File: config.mk
export PLATFORM = sky130hd
export DESIGN_NAME = eth_tx_scheduler
export DESIGN_NICKNAME = d
export VERILOG_FILES = /design/src/rtl/eth_tx_scheduler.sv
export SDC_FILE = /design/constraint.sdc
export NUM_CORES = 1
export LEC_CHECK = 0
export ABC_AREA = 1
export BUFFER_PORTS_ARGS = -buffer_cell sky130_fd_sc_hd__buf_2
export CAP_MARGIN = 20
export CORE_MARGIN = 2
export CORE_UTILIZATION = 53
export CTS_BUF_LIST = sky130_fd_sc_hd__clkbuf_8
export DETAILED_ROUTE_END_ITERATION = 10
export GPL_TIMING_DRIVEN = 0
export PLACE_DENSITY = 0.82
export SYNTH_ARGS = -nofsm -noshare
export SYNTH_HDL_FRONTEND = slang
export SYNTH_SLANG_ARGS = --single-unit
File: constraint.sdc
create_clock -name eth_tx_clk -period 1.97 [get_ports eth_tx_clk]
set_clock_uncertainty 0.15 [all_clocks]
set_input_delay 0.394 -clock eth_tx_clk [delete_from_list [all_inputs] [get_ports eth_tx_clk]]
set_output_delay 0.394 -clock eth_tx_clk [all_outputs]
set_load 0.01 [all_outputs]
File: src/rtl/eth_tx_scheduler.sv
// Round-robin TX scheduler: shares one encapsulator among N_REQ payload buffers
// with an inter-frame gap and a watchdog that resets a stalled encapsulator.
//
// Ports:
//   eth_tx_clk, rst (sync, active-low)
//   req / req_data        : requester frame-ready levels and payload bytes
//   req_r_en              : enc_buf_r_en routed to the granted requester
//   gnt / done            : one-hot grant, frame-complete pulse
//   abort / busy          : watchdog pulse, not-idle flag
//   eth_tx_en, enc_buffer_ready, enc_data, enc_rst : to encapsulator
//   enc_buf_r_en, enc_pct_txed                     : from encapsulator
module eth_tx_scheduler #(
    parameter int N_REQ          = 4,
    parameter int IFG_CYCLES     = 12,
    parameter int TIMEOUT_CYCLES = 2048
) (
    input  logic               eth_tx_clk,
    input  logic               rst,
    input  logic [N_REQ-1:0]   req,
    input  logic [8*N_REQ-1:0] req_data,
    output logic [N_REQ-1:0]   req_r_en,
    output logic [N_REQ-1:0]   gnt,
    output logic [N_REQ-1:0]   done,
    output logic               abort,
    output logic               busy,
    output logic               eth_tx_en,
    output logic [1:0]         enc_buffer_ready,
    output logic [7:0]         enc_data,
    input  logic               enc_buf_r_en,
    input  logic               enc_pct_txed,
    output logic               enc_rst
);

    localparam int PW = $clog2(N_REQ);
    localparam int WW = $clog2(TIMEOUT_CYCLES + 1);
    localparam int IW = $clog2(IFG_CYCLES + 1);

    localparam logic [WW-1:0] WD_LAST  = WW'(TIMEOUT_CYCLES - 1);
    localparam logic [IW-1:0] IFG_LOAD = IW'(IFG_CYCLES);
    localparam logic [PW-1:0] PTR_RST  = PW'(N_REQ - 1);
    localparam logic [PW:0]   NQ       = (PW + 1)'(N_REQ);

    typedef enum logic [1:0] {
        IDLE,
        SEND,
        ABORT,
        IFG
    } state_t;

    state_t           state;
    state_t           state_d;
    logic [N_REQ-1:0] gnt_d;
    logic [N_REQ-1:0] done_d;
    logic [PW-1:0]    last_ptr;
    logic [PW-1:0]    ptr_d;
    logic [WW-1:0]    wd_cnt;
    logic [WW-1:0]    wd_d;
    logic [IW-1:0]    ifg_cnt;
    logic [IW-1:0]    ifg_d;

    logic             rr_found;
    logic [PW-1:0]    rr_idx;
    logic [PW:0]      rr_sum;

    // Scan starts one past the last winner, so the previous winner is
    // considered only after every other requester.
    always_comb begin
        rr_found = 1'b0;
        rr_idx   = '0;
        rr_sum   = '0;
        for (int k = 1; k <= N_REQ; k++) begin
            rr_sum = {1'b0, last_ptr} + (PW + 1)'(k);
            if (rr_sum >= NQ) begin
                rr_sum = rr_sum - NQ;
            end
            if (!rr_found && req[rr_sum[PW-1:0]]) begin
                rr_found = 1'b1;
                rr_idx   = rr_sum[PW-1:0];
            end
        end
    end

    always_comb begin
        enc_data = '0;
        for (int i = 0; i < N_REQ; i++) begin
            if (gnt[i]) begin
                enc_data = enc_data | req_data[8*i +: 8];
            end
        end
    end

    assign req_r_en = gnt & {N_REQ{enc_buf_r_en}};

    always_comb begin
        state_d = state;
        gnt_d   = gnt;
        ptr_d   = last_ptr;
        wd_d    = wd_cnt;
        ifg_d   = ifg_cnt;
        done_d  = '0;
        unique case (state)
            IDLE: begin
                gnt_d = '0;
                if (rr_found) begin
                    gnt_d   = N_REQ'(1) << rr_idx;
                    ptr_d   = rr_idx;
                    wd_d    = '0;
                    state_d = SEND;
                end
            end
            SEND: begin
                // Completion wins over a coincident timeout.
                if (enc_pct_txed) begin
                    done_d  = gnt;
                    ifg_d   = IFG_LOAD;
                    state_d = IFG;
                end else if (wd_cnt == WD_LAST) begin
                    state_d = ABORT;
                end else begin
                    wd_d = wd_cnt + WW'(1);
                end
            end
            ABORT: begin
                ifg_d   = IFG_LOAD;
                state_d = IFG;
            end
            IFG: begin
                // Grant held through the gap so the encapsulator can
                // drop pct_txed before anyone else is routed in.
                if (ifg_cnt == '0) begin
                    gnt_d   = '0;
                    state_d = IDLE;
                end else begin
                    ifg_d = ifg_cnt - IW'(1);
                end
            end
            default: begin
                state_d = IDLE;
            end
        endcase
    end

    // Encapsulator controls are registered from the next state so they
    // change on the same edge as the state itself.
    always_ff @(posedge eth_tx_clk) begin
        if (!rst) begin
            state            <= IDLE;
            gnt              <= '0;
            done             <= '0;
            last_ptr         <= PTR_RST;
            wd_cnt           <= '0;
            ifg_cnt          <= '0;
            abort            <= 1'b0;
            busy             <= 1'b0;
            eth_tx_en        <= 1'b0;
            enc_buffer_ready <= 2'b00;
            enc_rst          <= 1'b1;
        end else begin
            state            <= state_d;
            gnt              <= gnt_d;
            done             <= done_d;
            last_ptr         <= ptr_d;
            wd_cnt           <= wd_d;
            ifg_cnt          <= ifg_d;
            abort            <= (state_d == ABORT);
            busy             <= (state_d != IDLE);
            eth_tx_en        <= (state_d == SEND) || (state_d == IFG);
            enc_buffer_ready <= (state_d == SEND) ? 2'b01 : 2'b00;
            enc_rst          <= (state_d == ABORT);
        end
    end

endmodule

# Word-level counts from Yosys, hierarchy flattened
# Index checks and enable logic that the tools add are counted.
[word_totals]
register_bits = 34
latch_bits = 0
ramBits = 0
mem_bits_ro = 0
input_bits = 40
memories = 0
[classes]
addsub = 10
n_mul = 0
div_mod_pow = 0
n_lt_le_gt_ge = 8
eq_ne = 13
n_shift = 1
muxes = 40
n_bitwise = 4
n_reduce_logical = 18
[op_table]
columns = ["cell", "n"]
rows = [
  ["$mux W12", 3],
  ["$mux W8", 4],
  ["$mux W2", 12],
  ["$or A8 B8 Y8", 3],
  ["$pmux W12 S2", 1],
  ["$mux W4", 4],
  ["$add A12 B1 Y12 const B", 1],
  ["$eq A12 B11 Y1 const B", 1],
  ["$ge A3 B3 Y1 const B", 4],
  ["$lt A2 B3 Y1 const B", 4],
  ["$ne A2 B2 Y1 const B", 6],
  ["$pmux W4 S3", 1],
  ["$mux W1", 9],
  ["$bmux W1 S2", 4],
  ["$eq A2 B2 Y1 const B", 4],
  ["$pmux W2 S4", 1],
  ["$pmux W4 S2", 1],
  ["$sub A2 B1 Y2 const B", 4],
  ["$add A2 B2 Y3 const B", 2],
  ["$reduce_and A3 Y1", 2],
  ["$reduce_bool A2 Y1", 3],
  ["$and A4 B4 Y4", 1],
  ["$eq A2 B1 Y1 const B", 2],
  ["$logic_not A4 Y1", 1],
  ["other kinds (11)", 16],
]

# Depth between registers and ports, before layout
# Gate-level depths: netlist of run 1.
[depth]
depth_word = 19
mapped_depth = 14
mapped_depth_nobuf = 13

# Worst setup path after synthesis of run 1
# OpenSTA, ideal clock, no wires.
[synth_timing]
kind = "flip-flop to flip-flop"
from = "register state[1]"
to = "register ifg_cnt[2]"
setup_ps = 132
t_arrival_ps = 1508
required_time_ps = 1688
setup_slack_ps = 180
stages_incl_launch_ff = 10
path_cell_list = "dfxtp_1 -> inv_1 -> ha_1 -> inv_1 -> buf_2 -> o21ai_0 -> nor2_1 -> nand2_1 -> xor2_1 -> a21oi_1"
[synth_via]
elab_chain_cells = 3
word_cells_on_any_way = 8
cone_classes = "5 x eq/ne; 1 x mux; 2 x reduce/logical"
[synth_lines]
columns = ["element", "line", "rtl"]
rows = [
  ["start: declaration", "50", "state_t state;"],
  ["start signal: assignment", "159", "state <= state_d;"],
  ["$eq A2 B2 Y1 or $eq A2 B1 Y1 (tied branches)", "101", "unique case (state)"],
  ["$ne A2 B2 Y1 (no source line) or $reduce_bool A3 Y1 (tied branches)", "--", ""],
  ["$reduce_and A3 Y1 (no source line)", "--", ""],
  ["end signal: assignment", "164", "ifg_cnt <= ifg_d;"],
  ["end: declaration", "58", "logic [IW-1:0] ifg_cnt;"],
]
# Several ways; a longest one is shown, not always the timed one.
# A chain may end at the register's enable or synchronous reset.

# Worst setup path after layout of run 1
[layout_timing]
from = "register last_ptr[0]"
to = "register busy"
[layout_via]
elab_chain_cells = 18
word_cells_on_any_way = 37
cone_classes = "8 x add/sub; 4 x order compare; 18 x mux; 7 x reduce/logical"
[layout_lines]
columns = ["element", "line", "rtl"]
rows = [
  ["start: declaration", "54", "logic [PW-1:0] last_ptr;"],
  ["start signal: assignment", "162", "last_ptr <= ptr_d;"],
  ["$add A2 B1 Y3", "72", "rr_sum = {1'b0, last_ptr} + (PW + 1)'(k);"],
  ["$ge A3 B3 Y1 or $sub A2 B1 Y2 (tied branches)", "73, 74", ""],
  ["$mux W2", "73", "if (rr_sum >= NQ) begin"],
  ["$bmux W1 S2", "76", "if (!rr_found && req[rr_sum[PW-1:0]]) begin"],
  ["$mux W1 (not written as such)", "76", ""],
  ["$mux W1", "76", ""],
  ["$logic_not A1 Y1", "76", ""],
  ["$logic_and A1 B1 Y1", "76", ""],
  ["[... 2 more ...]", "--", ""],
  ["$logic_and A1 B1 Y1", "76", ""],
  ["$mux W1", "76", ""],
  ["$logic_not A1 Y1", "76", ""],
  ["$logic_and A1 B1 Y1", "76", ""],
  ["$mux W1 (*)", "76", ""],
  ["$mux W2 (*)", "104", "if (rr_found) begin"],
  ["$pmux W2 S4 (*)", "101", ""],
  ["$reduce_bool A2 Y1 (*)", "166", "busy <= (state_d != IDLE);"],
  ["end signal: assignment", "166", ""],
  ["end: declaration", "25", "output logic busy,"],
]
# Mark *: on every way between the ends. The rest lies on a longest branch, timed or not. The select of a mux whose other input is x is not followed.

==> results.md, run 1 <==
- Status: completed
- Via/cell ratio: 5.08
- Area of the core: 3740 um2
- Synth area leader: dfxtp_1
- Hold slack: 0.222 ns
- Clock Latency Late Sink: 0.29 ns
- Time the worst path needs with I/O delays and setup: 1.83 ns
- Die Y: 67.0 um
- Syn avg cell area: 6.30 um2
- M2 GR Usage: 43.7%
- Worst setup margin: 0.140 ns
- Fill cells: 320
- CP max stage delay: 0.31 ns
- Nets@finish: 455
- DP Cell Count: 446
- WL per Instance: 11.3 um
- Vias in the first global route: 2069
- Critical path buffers and inverters: 2
- Residual overflow from global routing: 0
- Worst-path clk slew: 0.07 ns
- Slowest library cell on the worst path: dfxtp_1
- Met1 GRT Util: 26.9%
- GRT Total Usage: 23.8%
- Hold path depth: 2
- Mapped cell area: 2100 um2
- Chip width: 67.0 um
- CP most frequent cell: nand2_1
- Initial cell density of the core: 56.2%
- I/O Buffers: 64
- DPL Wire Length: 3830 um
- Register area share after synthesis: 31.4%
- LEAKAGE: 1.33 nW
- Hold Path Class: in2reg
- CP delay by family, top: simple AND/OR/NAND/NOR gates
- Largest net degree at the start of global routing: 11
- Fmax: 546 MHz
- Root buf cell: clkbuf_8
- Initial antenna violation count: 0
- Row Count: 22
- WHS Endpoint: enc_rst
- CP Class: reg2reg
- Final cell count without fillers: 458
- Post-synth top area share: 31.4%
- Die area: 4490 um2
- Synth Warn #: 0
- First-pass GRT wire length: 8380 um
- Critical Path Fanout Max: 10
- Clock Sinks: 33
- Syn-to-layout area delta: 27.3%
- Via count: 2326
- Max-Cap Viols: 0
- Cell Chain, Critical Path: buf_4, inv_4, nand2_2, nand2_1, nand2_1, nand2_1, nor2_4, nand4_4, or2_4, nand3_2, o21ai_1
- Mapped Cells: 334
- Antenna diodes: 0
- Iter 0 DRT Violations: 107
- Number of iterations in the first detailed-routing pass: 4
- FF-to-FF Start: last_ptr[0]
- Final period util: 92.9%
- WP data arrival: 1.86 ns
- Clock buffer depth: 2
- Actual slew at the worst max-slew pin: 0.513 ns
- Final TNS setup: 0 ns
- H-tree levels: 2
- Critical Path End Type: flop
- FF+latch count, synth: 33
- Maximum vdd drop: 0.819 mV
- Hold Vio Cnt, Final: 0
- Fin. max-slew vios: 0
- DRC viols: 0
- Critical Path Stages: 11
- Yosys cell types: 31
- CP Data Required Time: 2.00 ns
- Gr busiest metal: met2
- ANT nets after route: 0
- TritonCTS clock tree: done
- Slack of the worst reg-to-reg path: 0.14 ns
- Final Wtd Congestion: 0.883
- Hold_sp: rst
- Unrepaired setup endpoints after global routing: yes
- Syn Nets: 380
- # setup viols final: 0
- Critical R2R Capture: busy
- Top-level port count: 66
- WL final: 5190 um
- Max-slew headroom: 65.8%
- CTS Hold Bufs: 0
- R2R cell count: 11
- CTS Buf Count: 5
- PwrDens: 1240 nW/um2
- Largest cells by area after synthesis: dfxtp_1 31%, nand2_1 21%, inv_1 6.4%, nor2_1 5.4%, a21oi_1 4.5%
- Post-place setup slack: -0.159 ns
- Worst setup SP type: flop
- Layout cell share with drive strength beyond 1: 29.5%
- GR met3 Demand/Resource: 5.07%
## routing by layer
layer / up-vias / part of all wire, %
met5: - / 0
met4: 0 / 1.1
met3: 7 / 7.2
met2: 74 / 51
met1: 1047 / 41
li1: 1198 / -
## report_power, final
| part | internal [mW] | switching (mW) |
|---|---|---|
| sequential | 0.799 | 0.109 |
| combinational | 0.692 | 1.15 |
| clock | 0.316 | 0.251 |
| total | 1.81 | 1.51 |
## logic make-up after synthesis
logic type	count (synthesis)	share of synthesized area, %
AO/OA/AOI/OAI	32	7.97
XOR/XNOR	10	4.16
adder cells (fa/ha/maj)	6	3.57
buffers and inverters	51	9.99
flip-flops	33	31.4
other	1	0.178
AND/OR/NAND/NOR	201	42.7
## state kept, by name (all words and copies together), names as in the netlist
signal / count
enc_buffer_ready: 1
eth_tx_en: 1
ifg_cnt: 4
wd_cnt: 12
enc_rst: 1
state: 2
gnt: 4
last_ptr: 2
abort: 1
done: 4
busy: 1
## repair_timing
item | 4_1_cts | 5_1_grt
pin swaps | 1 | 1
setup endpoints to repair | 2 | 27
gates resized for setup | 3 | 25
cloned | 0 | 0
setup buffers | 2 | 2
hold endpoints to repair | 0 | 0
## per-stage QoR
step	area (um2)	util, %	total power, mW
after floorplan	2100	-	2.15
after global placement	2480	66.4	2.61
after detailed placement	2480	66.4	2.64
after CTS	2610	69.6	3.24
after global routing	2680	71.6	3.62
final	2680	71.6	3.32
## area by class of cell
class                      instances  area, um2  share of cell area, %
multi-input combinational        250       1280                   47.8
sequential                        33        669                   25.0
timing repair buffer              68        350                   13.1
inverter                          41        156                   5.84
clock buffer                       7       96.3                   3.60
buffer                            10       61.3                   2.29
tap                               48       60.1                   2.24
clock inverter                     1       5.00                  0.187
## cells in the final DEF (no fill, tap or decap), types with 2 or more instances in the layout
cell / synthesis / final
nor2_4: 2 / 2
buf_4: 2 / 6
inv_1: 36 / 36
clkbuf_1: 6 / 2
a21oi_1: 19 / 19
nand2_1: 117 / 116
dfxtp_2: 0 / 7
xnor2_1: 2 / 2
o21ai_0: 8 / 6
nor3_1: 4 / 4
xor2_1: 8 / 8
o21ai_1: 2 / 3
inv_2: 4 / 4
nor2_2: 1 / 3
nand3_1: 18 / 18
ha_4: 0 / 2
dfxtp_1: 33 / 26
nor2_1: 30 / 28
nand4_1: 14 / 14
clkbuf_2: 0 / 4
ha_1: 6 / 3
clkbuf_8: 0 / 7
buf_2: 1 / 64
nand2_2: 10 / 11
## worst max path at each step
stage	start	slack, ns	endpoint
2_1_floorplan	state[1]	0.18	ifg_cnt[2]
3_3_place_gp	state[1]	-0.07	ifg_cnt[2]
3_5_place_dp	state[1]	-0.16	ifg_cnt[2]
4_1_cts	state[0]	0.04	ifg_cnt[2]
5_1_grt	state[1]	-0.004	abort
6_report	last_ptr[0]	0.14	busy
## cells in the mapped netlist (all sizes together)
cell type / instances
nand2: 128
inv: 41
dfxtp: 33
nor2: 33
a21oi: 19
nand3: 19
nand4: 15
o21ai: 11
xor2: 8
clkbuf: 6
ha: 6
buf: 4
nor3: 4
xnor2: 2
a31oi: 1
conb: 1
nor3b: 1
o211ai: 1
or2: 1
## worst reg2reg max path, cell delays in order (launching register included)
cell and delay [ns]:
dfxtp_1 0.31, buf_4 0.16, inv_4 0.07, nand2_2 0.06
nand2_1 0.07, nand2_1 0.06, nand2_1 0.09, nor2_4 0.17
nand4_4 0.14, or2_4 0.28, nand3_2 0.10, o21ai_1 0.07
Power figures use the tool's default switching activity.
==> run 2, diff against run 1 <==
--- a/config.mk
+++ b/config.mk
@@ -5,11 +5,10 @@
 export SDC_FILE = /design/constraint.sdc
 export NUM_CORES = 1
 export LEC_CHECK = 0
-export ABC_AREA = 1
 export BUFFER_PORTS_ARGS = -buffer_cell sky130_fd_sc_hd__buf_2
 export CAP_MARGIN = 20
 export CORE_MARGIN = 2
-export CORE_UTILIZATION = 53
+export CORE_UTILIZATION = 51
 export CTS_BUF_LIST = sky130_fd_sc_hd__clkbuf_8
 export DETAILED_ROUTE_END_ITERATION = 10
 export GPL_TIMING_DRIVEN = 0
==> run 2 against run 1 <==
Against the previous run:
- critical path depth fell by 5
- area after synthesis down 15%
- register-to-register slack worse by 0.098 ns
- final cell count fell by 26%
- cell area down 9.3%
- flip-flop and latch count is the same
- routed wire length shrank 16%
- worst setup slack worse by 0.098 ns
- global-route usage decreased by 2.4 points
- sequential power decreased by 18%
- sequential share of layout area up 2.5 points
==> results.md, run 2 <==
- WP data arrival: 2.01 ns (+0.15 ns)
- Slack of the worst reg-to-reg path: 0.04 ns (-0.10 ns)
- Row Count: 21 (-4.5%)
- Most common library cell in the layout ignoring fill and taps: buf_2
- Top-level port count: 66 (unchanged)
- LEAKAGE: 1.09 nW (-18%)
- Max reg flops: 12 (unchanged)
- Final period util: 97.9% (+5.0 points)
- Clock Sinks: 33 (unchanged)
- Synth Warn #: 0 (unchanged)
- Area of the core: 3360 um2 (-10%)
- Residual overflow from global routing: 0 (unchanged)
- Fill cells: 269 (-16%)
- Syn Nets: 260 (-32%)
- FF+latch count, synth: 33 (unchanged)
- Most frequent cell after synthesis: dfxtp_1
- WL per Instance: 12.9 um (+14%)
- Chip width: 63.3 um (-5.6%)
- Fin. max-slew vios: 0 (unchanged)
- Clock Latency Late Sink: 0.29 ns (about the same)
- Root buf cell: clkbuf_8
- Post-synth top area share: 36.8% (+5.5 points)
- Hold Vio Cnt, Final: 0 (unchanged)
- Hold path depth: 2 (unchanged)
- Antenna diodes: 0 (unchanged)
- Final instance area: 2430 um2 (-9.3%)
- Fmax: 519 MHz (-5.1%)
- Yosys cell types: 42 (+35%)
- DRC viols: 0 (unchanged)
- H-tree levels: 2 (unchanged)
- Syn-to-layout area delta: 35.5%
- CP Class: reg2reg
- Mapped cell area: 1790 um2 (-15%)
- Mapped Cells: 214 (-36%)
- Hold Path Class: reg2reg
- WHS Endpoint: gnt[3]
- Area after DPL: 2170 um2 (-13%)
- CTS Buf Count: 5 (unchanged)
- Unrepaired setup endpoints after global routing: yes
- Main flop type after synthesis: dfxtp_1
- Clock buffer depth: 2 (unchanged)
- Critical Path Fanout Max: 6 (-4)
- CP Data Required Time: 2.05 ns (+0.05 ns)
- I/O Buffers: 63 (-1.6%)
- Initial antenna violation count: 0 (unchanged)
- TritonCTS clock tree: done
- Iter 0 DRT Violations: 92 (-14%)
- Nets@finish: 336 (-26%)
- Largest net degree at the start of global routing: 11 (unchanged)
- Via/cell ratio: 5.42 (+6.7%)
- Final Wtd Congestion: 0.758 (-14%)
- Worst setup SP type: flop
- Max-Cap Viols: 0 (unchanged)
- R2R cell count: 6 (-5)
- Hold slack: 0.336 ns (+0.114 ns)
- Most frequent cells in the layout: 63 x buf_2, 28 x dfxtp_1, 21 x nor2_1
- Worst setup margin: 0.0421 ns (-0.0979 ns)
- Via count: 1826 (-21%)
- FFs w/ async S/R, synth: 0% (unchanged)
- Hold_sp: gnt[3]
- Die Y: 63.3 um (-5.6%)
- Die area: 4010 um2 (-11%)
- # setup viols final: 0 (unchanged)
- Initial cell density of the core: 53.3% (-2.9 points)
- Final cell count without fillers: 337 (-26%)
- DP Cell Count: 323 (-28%)
- Syn avg cell area: 8.38 um2 (+33%)
- Number of iterations in the first detailed-routing pass: 4 (unchanged)
- Post-synth EDFFs: 0 (unchanged)
- Vias in the first global route: 1666 (-19%)
- Largest Register: wd_cnt
- ANT nets after route: 0 (unchanged)
- Worst-path clk slew: 0.07 ns (about the same)
- Layout cell share with drive strength beyond 1: 37.1% (+7.6 points)
- Critical R2R Capture: enc_buffer_ready[0]
- Critical Path End Type: flop
- WL final: 4360 um (-16%)
- Post-place setup slack: -0.201 ns (-0.0423 ns)
- Total power: 1.81 mW (-45%)
- First-pass GRT wire length: 7000 um (-16%)
- Top cells by count, synth: 33 x dfxtp_1, 21 x nor2_1, 17 x a22oi_1
- Time the worst path needs with I/O delays and setup: 1.93 ns (+0.0979 ns)
- PwrDens: 747 nW/um2 (-40%)
- GRT Total Usage: 21.4% (-2.4 points)
- Status: completed
- FF-to-FF Start: wd_cnt[0]
- Register area share after synthesis: 36.8% (+5.5 points)
- Largest cells by area after synthesis: dfxtp_1 37%, a22oi_1 7.1%, nor2_1 4.4%, ha_1 4.2%, o211ai_1 4.2%
- Synth area leader: dfxtp_1
- Maximum vdd drop: 0.530 mV (-35%)
- DPL Wire Length: 3070 um (-20%)
run 2: repair_timing:
item                                    4_1_cts  5_1_grt
cloned                                        0        0
endpoints found under the setup margin       11       23
pin swaps                                     1        5
hold buffers                                  0        0
buffers inserted                              1        6
resized for setup                            10       23
run 2: final cells by class:
type / count / area (um2) / share of cell area, %
inverter: 14 / 52.6 / 2.16
sequential: 33 / 667 / 27.5
buffer: 10 / 53.8 / 2.22
clock buffer: 7 / 96.3 / 3.97
timing repair buffer: 70 / 368 / 15.1
tap: 46 / 57.6 / 2.37
clock inverter: 1 / 5.00 / 0.206
multi-input combinational: 156 / 1130 / 46.5
run 2: power breakdown:
group | switching (mW) | total (mW) | internal, mW
logic | 0.289 | 0.516 | 0.227
registers | 0.0315 | 0.744 | 0.712
clock network | 0.239 | 0.554 | 0.315
total | 0.559 | 1.81 | 1.25
run 2: worst max path at each step:
stage / startpoint / end / slack (ns)
2_1_floorplan: wd_cnt[0] / enc_rst / 0.008
3_3_place_gp: req[2] / wd_cnt[7] / -0.17
3_5_place_dp: state[1] / wd_cnt[7] / -0.20
4_1_cts: state[0] / wd_cnt[7] / 0.006
5_1_grt: ifg_cnt[0] / enc_buffer_ready[0] / -0.05
6_report: wd_cnt[0] / enc_buffer_ready[0] / 0.04
run 2: critical path: stages (launching register included):
cell	delay (ns)
dfxtp_2	0.35
ha_4	0.18
nor2b_1	0.16
and4_1	0.23
or4_4	0.50
o2111ai_4	0.11
and3_1	0.20
run 2: cells by family after synthesis:
group                    Yosys count  share of synthesized area, %
AO/OA/AOI/OAI                     59                          24.6
XOR/XNOR                           9                          4.40
adder cells (fa/ha/maj)            6                          4.19
buffers and inverters             25                          5.65
flip-flops                        33                          36.8
multiplexers                       1                         0.558
other                              1                         0.209
AND/OR/NAND/NOR                   80                          23.6
run 2: routing by layer:
layer  part of all wire, %  wire length (um)  GRT usage (%)  up-vias
met5                     0                 0              0        -
met4                   1.5                65           8.42        0
met3                   5.1               221           5.18        7
met2                    49              2160           37.9       47
met1                    44              1920           24.7      848
li1                      -                 -              -      924
run 2: per-stage QoR:
stage / util (%) / setup TNS (ns)
2_1_floorplan: - / 0
3_3_place_gp: 64.5 / -0.969
3_5_place_dp: 64.5 / -1.22
4_1_cts: 69.0 / 0
5_1_grt: 72.2 / -0.0683
6_report: 72.2 / 0
==> run 3, diff against run 2 <==
--- a/config.mk
+++ b/config.mk
@@ -8,11 +8,11 @@
 export BUFFER_PORTS_ARGS = -buffer_cell sky130_fd_sc_hd__buf_2
 export CAP_MARGIN = 20
 export CORE_MARGIN = 2
-export CORE_UTILIZATION = 51
+export CORE_UTILIZATION = 55
 export CTS_BUF_LIST = sky130_fd_sc_hd__clkbuf_8
 export DETAILED_ROUTE_END_ITERATION = 10
 export GPL_TIMING_DRIVEN = 0
-export PLACE_DENSITY = 0.82
+export PLACE_DENSITY = 0.88
 export SYNTH_ARGS = -nofsm -noshare
 export SYNTH_HDL_FRONTEND = slang
 export SYNTH_SLANG_ARGS = --single-unit
==> constraint.sdc (replaced) <==
create_clock -name eth_tx_clk -period 2.3 [get_ports eth_tx_clk]
set_clock_uncertainty 0.15 [all_clocks]
set_input_delay 0.46 -clock eth_tx_clk [delete_from_list [all_inputs] [get_ports eth_tx_clk]]
set_output_delay 0.46 -clock eth_tx_clk [all_outputs]
set_load 0.01 [all_outputs]
==> run 3 against run 2 <==
Against the previous run:
- die area is 6.8% lower
- largest power group unchanged
- sequential power is 15% lower
- register-to-register slack better by 0.11 ns
- cell area is 6.1% lower
- hold slack worse by 0.0010 ns
- sequential share of layout area is 1.5 points higher
==> results.md, run 3 (synthesis gave the netlist of run 2 again) <==
- Cell Chain, Critical Path: inv_1, ha_2, nand2b_1, a41oi_4, o211ai_2, or4_1, o21ai_1
- Final instance area: 2280 um2 (-6.1%)
- Largest Register: wd_cnt
- First-pass GRT wire length: 6310 um (-9.9%)
- Status: completed
- Reg area: 661 um2 (-0.94%)
- DRC viols: 0 (unchanged)
- Iter 0 DRT Violations: 74 (-20%)
- Actual slew at the worst max-slew pin: 0.604 ns
- Root buf cell: clkbuf_8
- Critical Path Fanout Max: 7 (+1)
- Residual overflow from global routing: 0 (unchanged)
- Fill cells: 257 (-4.5%)
- Final TNS setup: 0 ns (unchanged)
- Most common library cell in the layout ignoring fill and taps: buf_2
- ANT nets after route: 0 (unchanged)
- GR met3 Demand/Resource: 5.67% (+0.49 points)
- Die area: 3730 um2 (-6.8%)
- Initial cell density of the core: 58.3% (+4.9 points)
- Worst setup SP type: flop
- Met1 GRT Util: 23.4% (-1.3 points)
- Slowest library cell on the worst path: or4_1
- Fin. max-slew vios: 0 (unchanged)
- GRT Total Usage: 22.9% (+1.6 points)
- CP max stage delay: 0.44 ns (-0.06 ns)
- M2 GR Usage: 43.9% (+6.0 points)
- WL per Instance: 13.2 um (+1.9%)
- Max reg flops: 12 (unchanged)
- Via count: 1828 (+0.11%)
- Largest net degree at the start of global routing: 11 (unchanged)
- Initial antenna violation count: 0 (unchanged)
- Post-Route Utilization: 74.1% (+1.9 points)
- # setup viols final: 0 (unchanged)
- LEAKAGE: 1.05 nW (-4.1%)
- CP Class: reg2reg
- Hold Vio Cnt, Final: 0 (unchanged)
- WL final: 4370 um (about the same)
- Most frequent cells in the layout: 64 x buf_2, 33 x dfxtp_1, 21 x nor2_1
- Hold Path Class: reg2reg
- DPL Wire Length: 3310 um (+7.8%)
- Clock Sinks: 33 (unchanged)
- Antenna diodes: 0 (unchanged)
- Layout cell share with drive strength beyond 1: 29.3% (-7.8 points)
- WP data arrival: 2.21 ns (+0.20 ns)
- CTS Hold Bufs: 0 (unchanged)
- Via/cell ratio: 5.52 (+1.9%)
- Max-Cap Viols: 0 (unchanged)
- Worst-path clk slew: 0.06 ns (about the same)
- Gr busiest metal: met2
- Critical Path End Type: flop
- Final Wtd Congestion: 0.791 (+4.3%)
- Area of the multi-input gates: 1040 um2 (-7.9%)
- Nets@finish: 334 (-0.60%)
- TritonCTS clock tree: done
- Time the worst path needs with I/O delays and setup: 2.14 ns (+0.216 ns)
- Top-level port count: 66 (unchanged)
- Final period util: 93.2% (-4.6 points)
- Clock Latency Late Sink: 0.28 ns (about the same)
- Chip width: 61.1 um (-3.5%)
- Area after DPL: 2160 um2 (-0.29%)
- Syn-to-layout area delta: 27.2%
- Vias in the first global route: 1557 (-6.5%)
- Clock buffer depth: 2 (unchanged)
- CP Data Required Time: 2.37 ns (+0.32 ns)
- Fmax: 466 MHz (-10%)
- Number of iterations in the first detailed-routing pass: 4 (unchanged)
- Critical path buffers and inverters: 1 (+1)
- Row Count: 20 (-4.8%)
- Maximum vdd drop: 0.445 mV (-16%)
- CTS Buf Count: 5 (unchanged)
- CP delay by family, top: simple AND/OR/NAND/NOR gates
- PwrDens: 628 nW/um2 (-16%)
- Area of the core: 3080 um2 (-8.5%)
- I/O Buffers: 63 (unchanged)
- Die Y: 61.1 um (-3.5%)
- H-tree levels: 2 (unchanged)
- Max-slew headroom: 59.1%
## run 3: where the power goes
group | switching [mW] | internal [mW]
Combinational | 0.238 | 0.176
Sequential | 0.0230 | 0.609
Clock | 0.187 | 0.198
## run 3: path summary, 6_finish.rpt
| path | start | end | slack [ns] | cells after the start |
|---|---|---|---|---|
| worst max-delay path | state[1] | wd_cnt[7] | 0.16 | 7 |
| worst min-delay path | gnt[3] | gnt[3] | 0.34 | 2 |
| worst max register to register | state[1] | wd_cnt[7] | 0.16 | 7 |
| worst min register to register | gnt[3] | gnt[3] | 0.34 | 2 |
## run 3: through the flow
step / power (mW) / setup slack [ns] / hold slack [ns] / instances
final: 1.43 / 0.156 / 0.335 / 331
after floorplan: 0.896 / 0.302 / 0.307 / 214
after detailed placement: 1.04 / 0.00347 / 0.327 / 321
after global placement: 1.03 / 0.108 / 0.318 / 321
after global routing: 1.51 / -0.0182 / 0.371 / 331
after CTS: 1.43 / 0.0350 / 0.337 / 327
## run 3: cell type report
| type | instances | share of cell area, % |
|---|---|---|
| multi-input cells | 156 | 45.6 |
| flip-flops and latches | 33 | 29.0 |
| repair buffers | 68 | 15.5 |
| clock buffers | 5 | 3.02 |
| well taps | 44 | 2.41 |
| inverters | 14 | 2.30 |
| plain buffers | 10 | 2.03 |
| clock inverters | 1 | 0.219 |
## run 3: repair_timing
action,CTS,global route
hold endpoints to repair,0,0
setup buffers,0,5
setup endpoints to repair,1,5
resized for setup,1,3
## run 3: routing by layer
metal | wire length [um] | up-vias
met5 | 0 | -
met4 | 59 | 0
met3 | 322 | 7
met2 | 2250 | 69
met1 | 1740 | 832
li1 | - | 920
## run 3: worst min-delay path: cells and delay by family (launching register included)
family          cells  cell delay [ns]
buf+inv             1             0.05
flops               1             0.32
compound gates      1             0.07
